## config.mk

```make
export PLATFORM = sky130hd
export DESIGN_NAME = muldiv_unit
export DESIGN_NICKNAME = d
export VERILOG_FILES = /design/src/rtl/muldiv_pkg.sv /design/src/rtl/muldiv_unit.sv
export SDC_FILE = /design/constraint.sdc
export NUM_CORES = 1
export LEC_CHECK = 0
export ABC_AREA = 1
export BUFFER_PORTS_ARGS = -buffer_cell sky130_fd_sc_hd__buf_4
export CAP_MARGIN = 20
export CORE_MARGIN = 5
export CORE_UTILIZATION = 60
export DETAILED_ROUTE_END_ITERATION = 16
export PLACE_DENSITY = 0.79
export SETUP_SLACK_MARGIN = 0.05
export SLEW_MARGIN = 20
export SYNTH_ARGS = -nofsm -noshare
export SYNTH_HDL_FRONTEND = slang
export SYNTH_SLANG_ARGS = --single-unit
```

## constraint.sdc

```tcl
create_clock -name clk -period 2.8 [get_ports clk]
set_input_delay 0.14 -clock clk [delete_from_list [all_inputs] [get_ports clk]]
set_output_delay 0.14 -clock clk [all_outputs]
set_load 0.005 [all_outputs]
```

## src/rtl/muldiv_pkg.sv

```systemverilog
// rtl/muldiv_pkg.sv - shared op encodings, state enum and sizing for muldiv_unit
package muldiv_pkg;

  localparam int DEF_WIDTH = 16;
  localparam int DEF_AW    = 4;
  localparam int ITER      = DEF_WIDTH;

  localparam logic [1:0] OP_MULLO = 2'b00;
  localparam logic [1:0] OP_MULHI = 2'b01;
  localparam logic [1:0] OP_DIVU  = 2'b10;
  localparam logic [1:0] OP_REMU  = 2'b11;

  typedef enum logic [1:0] {
    S_IDLE = 2'd0,
    S_RUN  = 2'd1,
    S_WB   = 2'd2
  } state_t;

endpackage

```

## src/rtl/muldiv_unit.sv

```systemverilog
// rtl/muldiv_unit.sv - iterative unsigned multiply/divide unit with register file write-back
module muldiv_unit
  import muldiv_pkg::*;
#(
  parameter int WIDTH = DEF_WIDTH,
  parameter int AW    = DEF_AW
) (
  input  logic             clk,
  input  logic             rst,
  input  logic             start,
  input  logic [1:0]       op,
  input  logic [AW-1:0]    dst,
  input  logic [WIDTH-1:0] a,
  input  logic [WIDTH-1:0] b,
  output logic             busy,
  output logic             done,
  output logic             wen,
  output logic [AW-1:0]    waddr,
  output logic [WIDTH-1:0] wdata
);

  localparam int CW = $clog2(WIDTH);

  state_t             state;
  logic [1:0]         op_q;
  logic [AW-1:0]      dst_q;
  logic [WIDTH-1:0]   opnd_q;
  logic [2*WIDTH-1:0] acc;
  logic [2*WIDTH-1:0] acc_nxt;
  logic [CW-1:0]      cnt;

  logic [WIDTH:0]     mul_sum;
  logic [WIDTH:0]     shifted;
  logic [WIDTH-1:0]   res;

  // acc holds {hi, lo}: for MUL hi is the running sum and lo the remaining multiplier;
  // for DIV hi is the partial remainder and lo the dividend shifting into the quotient.
  always_comb begin
    mul_sum = {1'b0, acc[2*WIDTH-1:WIDTH]};
    shifted = acc[2*WIDTH-1:WIDTH-1];
    acc_nxt = acc;
    if (op_q[1]) begin
      if (shifted >= {1'b0, opnd_q})
        acc_nxt = {shifted[WIDTH-1:0] - opnd_q, acc[WIDTH-2:0], 1'b1};
      else
        acc_nxt = {shifted[WIDTH-1:0], acc[WIDTH-2:0], 1'b0};
    end else begin
      if (acc[0])
        mul_sum = {1'b0, acc[2*WIDTH-1:WIDTH]} + {1'b0, opnd_q};
      acc_nxt = {mul_sum, acc[WIDTH-1:1]};
    end
  end

  // MULHI and REMU live in the upper half, MULLO and DIVU in the lower half.
  assign res = op_q[0] ? acc_nxt[2*WIDTH-1:WIDTH] : acc_nxt[WIDTH-1:0];

  always_ff @(posedge clk) begin
    if (rst) begin
      state  <= S_IDLE;
      busy   <= 1'b0;
      done   <= 1'b0;
      wen    <= 1'b0;
      waddr  <= '0;
      wdata  <= '0;
      op_q   <= '0;
      dst_q  <= '0;
      opnd_q <= '0;
      acc    <= '0;
      cnt    <= '0;
    end else begin
      case (state)
        S_IDLE: begin
          done  <= 1'b0;
          wen   <= 1'b0;
          waddr <= '0;
          wdata <= '0;
          if (start) begin
            op_q   <= op;
            dst_q  <= dst;
            opnd_q <= op[1] ? b : a;
            acc    <= {{WIDTH{1'b0}}, (op[1] ? a : b)};
            cnt    <= CW'(ITER - 1);
            busy   <= 1'b1;
            state  <= S_RUN;
          end
        end
        S_RUN: begin
          acc <= acc_nxt;
          if (cnt == '0) begin
            done  <= 1'b1;
            wen   <= (dst_q != '0);
            waddr <= dst_q;
            wdata <= res;
            state <= S_WB;
          end else begin
            cnt <= cnt - 1'b1;
          end
        end
        S_WB: begin
          busy  <= 1'b0;
          done  <= 1'b0;
          wen   <= 1'b0;
          waddr <= '0;
          wdata <= '0;
          state <= S_IDLE;
        end
        default: begin
          busy  <= 1'b0;
          done  <= 1'b0;
          wen   <= 1'b0;
          waddr <= '0;
          wdata <= '0;
          state <= S_IDLE;
        end
      endcase
    end
  end

endmodule

```

=== Word level (Yosys, flattened, before mapping) ===
Index checks and enable logic that the tools add are counted.

* Bits in registers: 83
* Latch bits: 0
* RAM bits: 0
* Bits in read-only memories: 0
* Bits of input ports: 41
* Output and inout bits: 23
* Memories kept: 0

* Add/sub/neg operators: 3
* $mul: 0
* Divide/modulo/power cells: 0
* Order comparisons: 1
* Eq/ne operators: 4
* Shift-type cells: 0
* Mux-type cells: 16
* Bitwise logic cells: 1
* Reductions and logical operators: 10

{| class="wikitable"
|+ Operator list
! cell !! number
|-
| two-way mux 32 bit || 3
|-
| one-hot mux 32 bit (2 select lines) || 1
|-
| two-way mux 16 bit || 3
|-
| adder 16 x 16 -> 17 bit || 1
|-
| >= comparator 17 x 16 -> 1 bit || 1
|-
| two-way mux 17 bit || 1
|-
| subtractor 16 bit || 1
|-
| two-way mux 4 bit || 2
|-
| one-hot mux 4 bit (2 select lines) || 1
|-
| AND reduction 2 bit || 4
|-
| inequality test 2 bit, second input constant || 3
|-
| logical NOT 4 bit || 1
|-
| two-way mux 2 bit || 2
|-
| one-hot mux 2 bit (2 select lines) || 1
|-
| nonzero test 4 bit || 1
|-
| subtractor 4 x 1 -> 4 bit, second input constant || 1
|-
| AND reduction 3 bit || 1
|-
| equality test 2 x 1 -> 1 bit, second input constant || 1
|-
| logical NOT 2 bit || 1
|-
| one-hot mux 1 bit (2 select lines) || 1
|-
| nonzero test 2 bit || 1
|-
| OR reduction 2 bit || 1
|-
| two-way mux 1 bit || 1
|-
| inverter 1 bit || 1
|}

=== Depth between registers and ports, before layout ===
Gate-level depths: netlist of the first run.

* Depth after elaboration: 4
* Depth in mapped cells: 18

=== Worst setup path before layout of the first run ===
No wires, ideal clock.

* Path type: reg2reg
* Start: register acc[15]
* End: register wdata[8]
* Library setup time: 0.132 ns
* Data arrival time: 1.791 ns
* Path slack: 0.877 ns
* Stages on the path, launching flop included: 14
* Buffers on the path: 0
* Path through: dfxtp_1 -> inv_1 -> ha_1 -> inv_1 -> fa_1 -> nand3_1 -> nand3_1 -> a21oi_1 -> xor2_1 -> nand2_1 -> nand3_1 -> nand3_1 -> nand2_1 -> a21oi_1

* Word-level cells in the longest chain between the ends: 4

{| class="wikitable"
|+ RTL lines
! element !! RTL line !! RTL
|-
| start, declared || muldiv_unit.sv:28 || <nowiki>logic [2*WIDTH-1:0] acc;</nowiki>
|-
| start signal, assigned || muldiv_unit.sv:81 || <nowiki>acc <= {{WIDTH{1'b0}}, (op[1] ? a : b)};</nowiki>
|-
| start signal, assigned || muldiv_unit.sv:88 || <nowiki>acc <= acc_nxt;</nowiki>
|-
| subtractor 16 bit / >= comparator 17 x 16 -> 1 bit (equally long branches) || muldiv_unit.sv:44, muldiv_unit.sv:43 ||
|-
| two-way mux 32 bit (*) || muldiv_unit.sv:43 || <nowiki>if (shifted >= {1'b0, opnd_q})</nowiki>
|-
| two-way mux 32 bit (*) || muldiv_unit.sv:42 || <nowiki>if (op_q[1]) begin</nowiki>
|-
| two-way mux 16 bit (*) || muldiv_unit.sv:55 || <nowiki>assign res = op_q[0] ? acc_nxt[2*WIDTH-1:WIDTH] : acc_nxt[WIDTH-1:0];</nowiki>
|-
| end signal, assigned || muldiv_unit.sv:93 || <nowiki>wdata <= res;</nowiki>
|-
| end, declared || muldiv_unit.sv:19 || <nowiki>output logic [WIDTH-1:0] wdata</nowiki>
|}

Every way passes the cells marked *; elsewhere a longest branch is shown, timed or not.
A chain may end at the register's enable or synchronous reset.

=== Final worst setup path of the first run ===
* Start: register opnd_q[12]
* End: register wdata[1]

* Word-level cells in the longest chain between the ends: 4

{| class="wikitable"
|+ RTL lines
! element !! RTL line !! RTL
|-
| start, declared || muldiv_unit.sv:27 || <nowiki>logic [WIDTH-1:0] opnd_q;</nowiki>
|-
| start signal, assigned || muldiv_unit.sv:80 || <nowiki>opnd_q <= op[1] ? b : a;</nowiki>
|-
| >= comparator 17 x 16 -> 1 bit || muldiv_unit.sv:43 ||
|-
| two-way mux 32 bit || muldiv_unit.sv:43 ||
|-
| two-way mux 32 bit || muldiv_unit.sv:42 ||
|-
| two-way mux 16 bit || muldiv_unit.sv:55 ||
|}

No other way between the ends.

==> impl_metrics.tcl, run 1 <==
set metrics [dict create \
    die_area_mm2 0.0127 \
    drive_above_1_share_pct 11.3 \
    holdCritPathClass "in -> reg" \
    io_buffers 63 \
    nets 1205 \
    ys.warnings.count 0 \
    syn_area_mm2 0.00632 \
    synth_seq_cells 83 \
    start_util_pct 61.2 \
    p_leak_nw 3.79 \
    synth-compound-area-share_pct 16.8 \
    synth-xor-area-share_pct 0.693 \
    rows 37 \
    synth_cells 1071 \
    grt_pass1_vias 6527 \
    arrival_ns 2.70 \
    dpl.hpwl_um 16600 \
    wl_per_cell_um 16.7 \
    numCtsBuffers 9 \
    rsz0062_at_grt "false" \
    crit_path_start "opnd_q[12]" \
    avgSynthCellArea_um2 5.90 \
    cts_sinks 83 \
    track_usage_pct 33.3 \
    grt_max_degree 35 \
    clock_latency_ns 0.39 \
    antenna_left 0 \
    hp-start "a[11]" \
    fin_skew_ns 0.00992 \
    synth_area_leaders "dfxtp_1 (26%), nand2_1 (21%), inv_1 (10%)" \
    die_x_um 113 \
    reg2reg_from "opnd_q[12]" \
    drt_wl_total_um 21200 \
    fmax_ghz 0.412 \
    setup.worst_path.end_class "flop" \
    htree_levels 3 \
    vias 7112 \
    grt-ovfl-total 0 \
    avgViaCountPerCell 5.60 \
    min_period_over_period_pct 86.8 \
    drv_slew 0 \
    drc 0 \
    first_iter_violations 875 \
    synth_area_leader_cell "dfxtp_1" \
    cts_buffer_depth 2 \
    worstSetupPathType "reg -> reg" \
    p_per_area_mw_per_mm2 522 \
    power_mw 3.75 \
    core_area_mm2 0.0103 \
    synthAdderAreaFrac_pct 7.16 \
    fp.dieH_um 113 \
    synth_nets 1147 \
    drtPass1Iterations 5 \
    synth_top_family_by_area "simple AND/OR/NAND/NOR gates" \
    status "complete, no violations" \
    syn2layout_area_growth_pct 13.8 \
    max_slew_margin_pct 47.9 \
    ioPinCount 64 \
    cts_root_buffer "clkbuf_8" \
    antenna_found_initial 0 \
    synth_cell_types 41 \
    ir_drop_mv 0.443 \
    synthSimpleGateAreaFrac_pct 35.3 \
    gp_congestion 1.06 \
    worstPathMaxFanout 12 \
    cp.required_ns 3.07 \
    worst_setup_path_start_kind "flop" \
    synth_top_area_share_pct 26.3 \
    synthMuxAreaShare_pct 0.158 \
    cts.clk_slew.worst_paths_ns 0.10 \
    tritoncts "built" \
    tightest_slew_ns 0.781 \
    ctsResizeCount 0 \
    period_needed_ns 2.43 \
    grt_first_pass_wirelength_um 33500 \
    finalSetupViolCount 0 \
    drv_cap 0 \
    hold_viol 0 \
    synth-seq-area-share_pct 26.3 \
    finalSetupTns_ns 0 \
]
through the flow:
step / area [um^2] / hold WS, ns / cells / setup WS, ns / utilization (%)
after floorplan: 6320 / 0.275 / 1071 / 0.877 / -
after global placement: 6940 / 0.364 / 1249 / 0.277 / 67.2
after detailed placement: 6940 / 0.371 / 1249 / 0.276 / 67.2
after CTS: 7190 / 0.0119 / 1269 / 0.235 / 69.6
after global routing: 7190 / 0.0244 / 1270 / 0.185 / 69.7
final: 7200 / 0.0216 / 1271 / 0.371 / 69.7
worst max-delay path, cell delays in order (launching register included):
cell	delay [ns]
dfxtp_1	0.51
inv_1	0.10
ha_1	0.40
nand2_2	0.13
inv_1	0.04
nand2_1	0.06
nand2_1	0.06
nand2_1	0.06
nand2_1	0.08
nor2_4	0.15
buf_4	0.21
nand3_1	0.09
nand3_1	0.12
nand3_1	0.10
nand2_1	0.13
a21oi_1	0.07
synth_stat cells:
master / instances
a21oi_1: 68
a221oi_1: 4
clkinv_1: 1
xnor2_1: 2
nand3_2: 4
clkbuf_1: 33
a31oi_1: 18
nor2_2: 6
xor2_1: 3
nand2_2: 5
o22ai_1: 7
o211ai_1: 2
dfxtp_1: 83
o2111ai_1: 1
or2_1: 1
ha_1: 33
nand4_1: 11
nor2_4: 3
or2_2: 1
and2_1: 4
or3_1: 1
buf_6: 4
o21ai_1: 1
nand2_4: 1
inv_1: 175
nand3_1: 77
fa_1: 2
o221ai_1: 1
buf_1: 2
o311ai_0: 1
buf_2: 3
nor3_1: 5
o32ai_1: 2
o21ai_0: 89
nor3_2: 1
nor2_1: 63
nand3b_1: 1
mux2i_1: 1
nand2_1: 346
inv_2: 3
o211a_1: 2
power by group:
group / internal, mW / switching [mW] / total (mW)
Sequential: 1.27 / 0.0838 / 1.36
Combinational: 0.496 / 0.986 / 1.48
Clock: 0.357 / 0.555 / 0.913
cell type report:
| type | instances | area, um^2 |
|---|---|---|
| fill | 961 | 3130 |
| sequential | 83 | 1660 |
| inverter | 179 | 672 |
| timing repair buffer | 89 | 678 |
| tap | 136 | 170 |
| antenna | 1 | 2.50 |
| clock inverter | 7 | 81.3 |
| multi-input combinational | 767 | 3800 |
| clock buffer | 9 | 124 |
placed cells by master, fill, tap and decap left out, types with 3 or more instances in the layout:
cell type / Yosys / final
nand3_2: 4 / 4
o21ai_0: 89 / 89
a31oi_1: 18 / 18
nand2_2: 5 / 5
buf_4: 0 / 85
and2_1: 4 / 4
o22ai_1: 7 / 7
xor2_1: 3 / 3
nor2_4: 3 / 3
dlygate4sd3_1: 0 / 4
ha_1: 33 / 33
nor2_1: 63 / 62
inv_1: 175 / 175
nand3_1: 77 / 77
nor3_1: 5 / 4
inv_2: 3 / 3
a21oi_1: 68 / 68
nor2_2: 6 / 7
nand2_1: 346 / 346
clkbuf_8: 0 / 9
nand4_1: 11 / 11
dfxtp_1: 83 / 82
a221oi_1: 4 / 4
worst paths after layout:
check               end  slack, ns  cells past startpoint
max reg2reg    wdata[1]       0.37                     15
min          opnd_q[11]       0.02                      3
min reg2reg    wdata[2]       0.47                      2
max            wdata[1]       0.37                     15
kinds of logic (layout without fill, tap and decap cells):
kind of cell | count (synthesis) | count (layout)
AO/OA/AOI/OAI | 196 | 196
XOR/XNOR | 5 | 5
adder cells (fa/ha/maj) | 35 | 35
buffers and inverters | 221 | 284
flip-flops | 83 | 83
multiplexers | 1 | 1
other | 0 | 1
AND/OR/NAND/NOR | 530 | 530
flip-flops by register name, indices dropped and copies added, names as in the netlist:
| register | cells |
|---|---|
| acc | 32 |
| busy | 1 |
| cnt | 4 |
| done | 1 |
| dst_q | 4 |
| op_q | 2 |
| opnd_q | 16 |
| state | 2 |
| waddr | 4 |
| wdata | 16 |
| wen | 1 |
metal layers:
| layer | track usage (%) | routed length [um] | vias up |
|---|---|---|---|
| met2 | 53.5 | 9480 | 357 |
| met3 | 5.50 | 2080 | 70 |
| met1 | 43.0 | 8570 | 3148 |
| li1 | - | - | 3537 |
| met4 | 16.9 | 1070 | 0 |
| met5 | 0 | 0 | - |
repair_timing:
item | in CTS | in global routing
setup buffers | 0 | 1
hold endpoints to repair | 4 | 0
setup endpoints to repair | 0 | 6
hold buffers | 4 | 0
Note: power is estimated with default switching activity, not from simulation.
==> run 2, diff against run 1 <==
--- a/config.mk
+++ b/config.mk
@@ -5,13 +5,14 @@
 export SDC_FILE = /design/constraint.sdc
 export NUM_CORES = 1
 export LEC_CHECK = 0
-export ABC_AREA = 1
+export ABC_AREA = 0
 export BUFFER_PORTS_ARGS = -buffer_cell sky130_fd_sc_hd__buf_4
 export CAP_MARGIN = 20
 export CORE_MARGIN = 5
-export CORE_UTILIZATION = 60
+export CORE_UTILIZATION = 59
+export CTS_CLUSTER_DIAMETER = 120
 export DETAILED_ROUTE_END_ITERATION = 16
-export PLACE_DENSITY = 0.79
+export PLACE_DENSITY = 0.78
 export SETUP_SLACK_MARGIN = 0.05
 export SLEW_MARGIN = 20
 export SYNTH_ARGS = -nofsm -noshare
==> run 2 against run 1 <==
Effect of this change: register-to-register slack worse by 0.35 ns; routed wire length is 15% lower; count of clock-buffer cells in the layout stayed put; area after synthesis is 11% lower; worst hold slack worse by 0.0028 ns; clock power is 9.3% lower; synthesized cell count is 36% lower; critical path depth is 3 lower; design area is 0.28% higher; global-route usage is 2.3 points lower; fmax is 13% lower; via count is 18% lower; critical endpoint is now wdata[8]; largest cell class unchanged.
==> impl_metrics.tcl, run 2 <==
set metrics [dict create \
    grt-ovfl-total 0 \
    vias 5850 \
    die_area_mm2 0.0116 \
    crit_buf_inv 3 \
    ir_drop_mv 0.369 \
    cts_buffer_depth 2 \
    async_flop_share_pct 0 \
    holdCritPathClass "in -> reg" \
    yosysMostFrequentCell "dfxtp_1" \
    p_per_area_mw_per_mm2 501 \
    die_x_um 108 \
    grt_first_pass_wirelength_um 28700 \
    crit_family "compound AO/OA/AOI/OAI gates" \
    synth_nets 765 \
    grt_pass1_vias 5573 \
    tightest_slew_ns 0.771 \
    drc 0 \
    dpl.hpwl_um 13400 \
    holdWs_ns 0.0188 \
    fmax_ghz 0.360 \
    cpMaxStageDelayCell "dfxtp_2" \
    min_period_over_period_pct 99.3 \
    fin_skew_ns 0.0131 \
    hold_viol 0 \
    worstSetupPathType "reg -> reg" \
    clock_latency_ns 0.36 \
    diodes 0 \
    start_util_pct 60.7 \
    drive_above_1_share_pct 28.5 \
    final_cell_mix "buf_4 (130), dfxtp_1 (70), nor2_1 (63), nand2_1 (59), a21oi_1 (58)" \
    synth-seq-area-share_pct 29.6 \
    cp.required_ns 3.05 \
    path_cells "inv_2, ha_4, nor2b_4, o31a_4, o311ai_4, a31oi_4, a2111oi_4, buf_6, buf_12, mux2i_4, nand3_1, a32o_1" \
    drv_slew 0 \
    cts_root_buffer "clkbuf_8" \
    reg_top3 "acc (32), opnd_q (16), wdata (16)" \
    synth_area_leaders "dfxtp_1 (30%), mux2i_1 (10%), ha_1 (7.4%)" \
    avgViaCountPerCell 6.27 \
    track_usage_pct 31.1 \
    synthAdderAreaFrac_pct 8.07 \
    worstPathMaxFanout 8 \
    worst_setup_path_start_kind "flop" \
    cts_sinks 83 \
    arrival_ns 3.03 \
    setup.worst_path.end_class "flop" \
    power_mw 3.61 \
    regMostFlops "acc" \
    synth_cell_types 69 \
    ioPinCount 64 \
    period_needed_ns 2.78 \
    htree_levels 3 \
    ys.warnings.count 0 \
    max_slew_margin_pct 48.4 \
    grt_max_degree 34 \
    core_area_mm2 0.00924 \
    gp_congestion 0.962 \
    synth_top_area_share_pct 29.6 \
    fill_cells 653 \
    synth-xor-area-share_pct 3.12 \
    synthMuxAreaShare_pct 11.4 \
    synth_common_cells "dfxtp_1 (83), a21oi_1 (66), nor2_1 (65), nand2_1 (59), mux2i_1 (58)" \
    antenna_found_initial 0 \
    fp.dieH_um 108 \
    synth_edf_count 0 \
    antenna_left 0 \
    syn2layout_area_growth_pct 28.6 \
    first_iter_violations 539 \
    cts.clk_slew.worst_paths_ns 0.10 \
    cts_hold_buf 0 \
    dominantRegCellSynth "dfxtp_1" \
    io_buffers 63 \
    wl_per_cell_um 19.3 \
    synth-compound-area-share_pct 25.8 \
    synth_top_family_by_area "compound AO/OA/AOI/OAI gates" \
    rows 35 \
    synth_cells 689 \
    nets 875 \
    drt_wl_total_um 18000 \
    largest_reg_flops 32 \
    avgSynthCellArea_um2 8.14 \
    layout_commonest_cell "buf_4" \
    drtPass1Iterations 5 \
    slowest_delay_ns 0.35 \
    finalSetupTns_ns 0 \
    drv_cap 0 \
    status "complete, no violations" \
    synth_area_leader_cell "dfxtp_1" \
    synthSimpleGateAreaFrac_pct 17.3 \
    numCtsBuffers 9 \
    finalSetupViolCount 0 \
    synth_seq_cells 83 \
    rsz0062_at_grt "true" \
    syn_area_mm2 0.00561 \
    tritoncts "built" \
    p_leak_nw 3.10 \
]
-- run 2: through the flow --
| step | utilization, % | cells | setup WS (ns) | cell area (um^2) |
|---|---|---|---|---|
| 3_5_place_dp | 71.7 | 909 | -0.144 | 6620 |
| 5_1_grt | 78.1 | 933 | -0.0885 | 7220 |
| 3_3_place_gp | 71.7 | 909 | -0.102 | 6620 |
| 6_report | 78.1 | 933 | 0.0208 | 7220 |
| 2_1_floorplan | - | 689 | 0.0321 | 5630 |
| 4_1_cts | 75.8 | 931 | -0.00347 | 7000 |
-- run 2: worst register-to-register path, delay by kind of cell, from the launching register on --
kind | cells | cell delay [ns]
AOI/OAI and AO/OA | 5 | 1.29
buffers and inverters | 3 | 0.37
DFF | 1 | 0.35
adders and majority gates | 1 | 0.23
muxes | 1 | 0.22
and+or+nand+nor | 2 | 0.21
-- run 2: cell type report --
| class | instances | area [um^2] | area share [%] |
|---|---|---|---|
| Inverter | 29 | 109 | 1.51 |
| Tap cell | 129 | 161 | 2.24 |
| Multi-Input combinational cell | 539 | 4020 | 55.6 |
| Sequential cell | 83 | 1680 | 23.3 |
| Clock buffer | 9 | 124 | 1.72 |
| Clock inverter | 7 | 58.8 | 0.815 |
| Timing Repair Buffer | 137 | 1070 | 14.8 |
-- run 2: what timing repair did --
action                     4_1_cts  5_1_grt
buffers inserted                 8        2
gates resized for setup         41       54
setup endpoints to repair       32       33
pin swaps                       19       23
-- run 2: final timing paths --
| check | start | end | slack [ns] | cells after the start |
|---|---|---|---|---|
| max reg2reg | opnd_q[1] | wdata[8] | 0.02 | 12 |
| max | opnd_q[1] | wdata[8] | 0.02 | 12 |
| min | dst[0] | dst_q[0] | 0.02 | 3 |
| min reg2reg | waddr[0] | waddr[0] | 0.47 | 2 |
-- run 2: routing by layer --
layer	vias to the layer above	GRT usage (%)	share of wire [%]
met5	-	0	0
met4	0	10.0	2.6
met3	44	4.50	9.8
met2	307	50.0	46
met1	2740	42.8	42
li1	2759	-	-
-- run 2: kinds of logic (layout without fill, tap and decap cells) --
logic type / after synthesis / in the layout
AOI/OAI and AO/OA: 218 / 218
xor gates and xnor gates: 20 / 20
adders and majority gates: 35 / 35
buffers and inverters: 67 / 182
DFF: 83 / 83
muxes: 63 / 63
and+or+nand+nor: 203 / 203
-- run 2: power breakdown --
group	total [mW]	switching, mW	internal (mW)
logic	1.43	0.780	0.649
clock network	0.828	0.490	0.338
registers	1.36	0.0895	1.27
total	3.61	1.36	2.25
==> run 3, diff against run 2 <==
--- a/config.mk
+++ b/config.mk
@@ -12,7 +12,9 @@
 export CORE_UTILIZATION = 59
 export CTS_CLUSTER_DIAMETER = 120
 export DETAILED_ROUTE_END_ITERATION = 16
+export HOLD_SLACK_MARGIN = 0.08
 export PLACE_DENSITY = 0.78
+export REMOVE_ABC_BUFFERS = 1
 export SETUP_SLACK_MARGIN = 0.05
 export SLEW_MARGIN = 20
 export SYNTH_ARGS = -nofsm -noshare
==> run 3 against run 2 <==
Effect of this change: routed wire length is 3.5% higher; die area stayed put; critical path type unchanged; register-to-register slack hardly changed; sequential power hardly changed; largest cell class unchanged; highest routed layer unchanged; global-route usage is 0.90 points higher; core utilization is 0.45 points higher.
==> impl_metrics.tcl, run 3 (same netlist as run 2, synthesis figures left out) <==
set metrics [dict create \
    track_usage_pct 32.0 \
    grt-ovfl-total 0 \
    final_cell_mix "buf_4 (138), dfxtp_1 (72), nor2_1 (64), a21oi_1 (62), nand2_1 (59)" \
    hold_viol 0 \
    ioPinCount 64 \
    period_needed_ns 2.77 \
    place_area_mm2 0.00666 \
    cp.required_ns 3.06 \
    fmax_ghz 0.360 \
    cpMaxStageDelayCell "dfxtp_1" \
    min_period_over_period_pct 99.1 \
    grt_max_degree 48 \
    wl_per_cell_um 19.8 \
    reg2reg_from "acc[22]" \
    p_per_area_mw_per_mm2 502 \
    reg2reg_to "acc[30]" \
    cts.clk_slew.worst_paths_ns 0.10 \
    setup.worst_path.end_class "flop" \
    drt_wl_total_um 18700 \
    vias 5998 \
    hp-start "start" \
    antenna_found_initial 0 \
    hold_depth 3 \
    core_area_mm2 0.00924 \
    worstSetupPathType "reg -> reg" \
    status "complete, no violations" \
    grt_pass1_vias 5909 \
    finalSetupViolCount 0 \
    drv_cap 0 \
    power_mw 3.65 \
    drv_slew 0 \
    die_x_um 108 \
    cts_root_buffer "clkbuf_8" \
    antenna_left 0 \
    die_area_mm2 0.0116 \
    numCtsBuffers 9 \
    htree_levels 3 \
    crit_path_frequent_cell "a21o_1" \
    r2r_cells 9 \
    fill_cells 629 \
    layout_commonest_cell "buf_4" \
    final_core_util_pct 78.5 \
    cts_buffer_depth 2 \
    arrival_ns 3.04 \
    gp_congestion 0.944 \
    fp.dieH_um 108 \
    fin_skew_ns 0.00998 \
    regMostFlops "acc" \
    nets 885 \
    path_cells "ha_1, a21o_1, a21o_1, a22oi_2, a31oi_2, a221oi_2, xnor2_1, a211o_1, a32o_1" \
    holdCritPathClass "in -> reg" \
    diodes 0 \
    rows 35 \
    slowest_delay_ns 0.44 \
    reg_top3 "acc (32), opnd_q (16), wdata (16)" \
    drtPass1Iterations 6 \
    syn2layout_area_growth_pct 29.3 \
    io_buffers 63 \
    finalSetupTns_ns 0 \
    drc 0 \
    worst_setup_path_start_kind "flop" \
    rrSetupSlack_ns 0.03 \
    ir_drop_mv 0.325 \
    cts_sinks 83 \
    largest_reg_flops 32 \
    clock_latency_ns 0.37 \
    start_util_pct 60.7 \
    dpl.hpwl_um 13000 \
    avgViaCountPerCell 6.36 \
    worstPathMaxFanout 6 \
    tightest_slew_ns 0.753 \
    tritoncts "built" \
    design_area_mm2 0.00726 \
    rsz0062_at_grt "true" \
    p_leak_nw 3.13 \
    drive_above_1_share_pct 27.5 \
    holdPathEnd "busy" \
    first_iter_violations 542 \
    grt_first_pass_wirelength_um 29500 \
    max_slew_margin_pct 49.6 \
]
run 3: cell types whose count changed in the layout (fill, tap and decap cells not counted), sizes merged:
| cell | change |
|---|---|
| clkinv | -1 |
| clkbuf | +2 |
| dlygate4sd3 | +5 |
| buf | +4 |
| clkinvlp | +2 |
| inv | -2 |
run 3: worst max path at each step:
stage                     startpoint        to  slack, ns  depth (start not counted)
after floorplan             state[1]    acc[0]      -1.36                          4
after global placement     opnd_q[1]  wdata[9]      -0.07                         11
after detailed placement   opnd_q[1]  wdata[9]      -0.14                         11
after CTS                  opnd_q[1]  wdata[8]       0.02                         12
after global routing         acc[16]  wdata[7]      -0.05                         13
final                        acc[22]   acc[30]       0.03                          9
run 3: layout make-up:
class                   instances  area (um^2)  share of cell area, %
clock buffers                  10          128                   1.76
clock inverters                 6         48.8                  0.672
repair buffers                147         1150                   15.9
inverters                      29          109                   1.50
multi-input cells             539         3980                   54.9
well taps                     129          161                   2.22
flip-flops and latches         83         1680                   23.1
run 3: repair_timing:
action | 4_1_cts | 5_1_grt
setup buffers | 6 | 1
pin swaps | 17 | 8
resized for setup | 26 | 46
cloned | 1 | 0
hold endpoints to repair | 5 | 0
setup endpoints to repair | 33 | 33
hold buffers | 5 | 0
run 3: power by group:
group	switching [mW]	internal, mW	total (mW)	leakage, nW
logic	0.797	0.671	1.47	2.36
registers	0.0839	1.27	1.35	0.683
clock network	0.497	0.331	0.828	0.0795
total	1.38	2.27	3.65	3.13
run 3: through the flow:
stage	hold slack, ns	instances	setup slack (ns)
after floorplan	0.209	651	-1.36
after global placement	0.390	915	-0.0699
after detailed placement	0.400	915	-0.141
after CTS	0.115	942	0.0189
after global routing	0.114	943	-0.0502
final	0.109	943	0.0258
run 3: critical path, delay by kind of cell, from the launching register on:
| kind | cells | cell delay [ns] |
|---|---|---|
| AOI/OAI and AO/OA | 7 | 1.74 |
| DFF | 1 | 0.44 |
| adders and majority gates | 1 | 0.35 |
| xor gates and xnor gates | 1 | 0.14 |
run 3: layer usage:
metal	share of wire (%)	vias to the layer above	track usage [%]
met3	8.9	61	6.30
met2	47	342	51.6
met4	3.3	0	13.8
met1	41	2828	41.3
met5	0	-	0
li1	-	2767	-
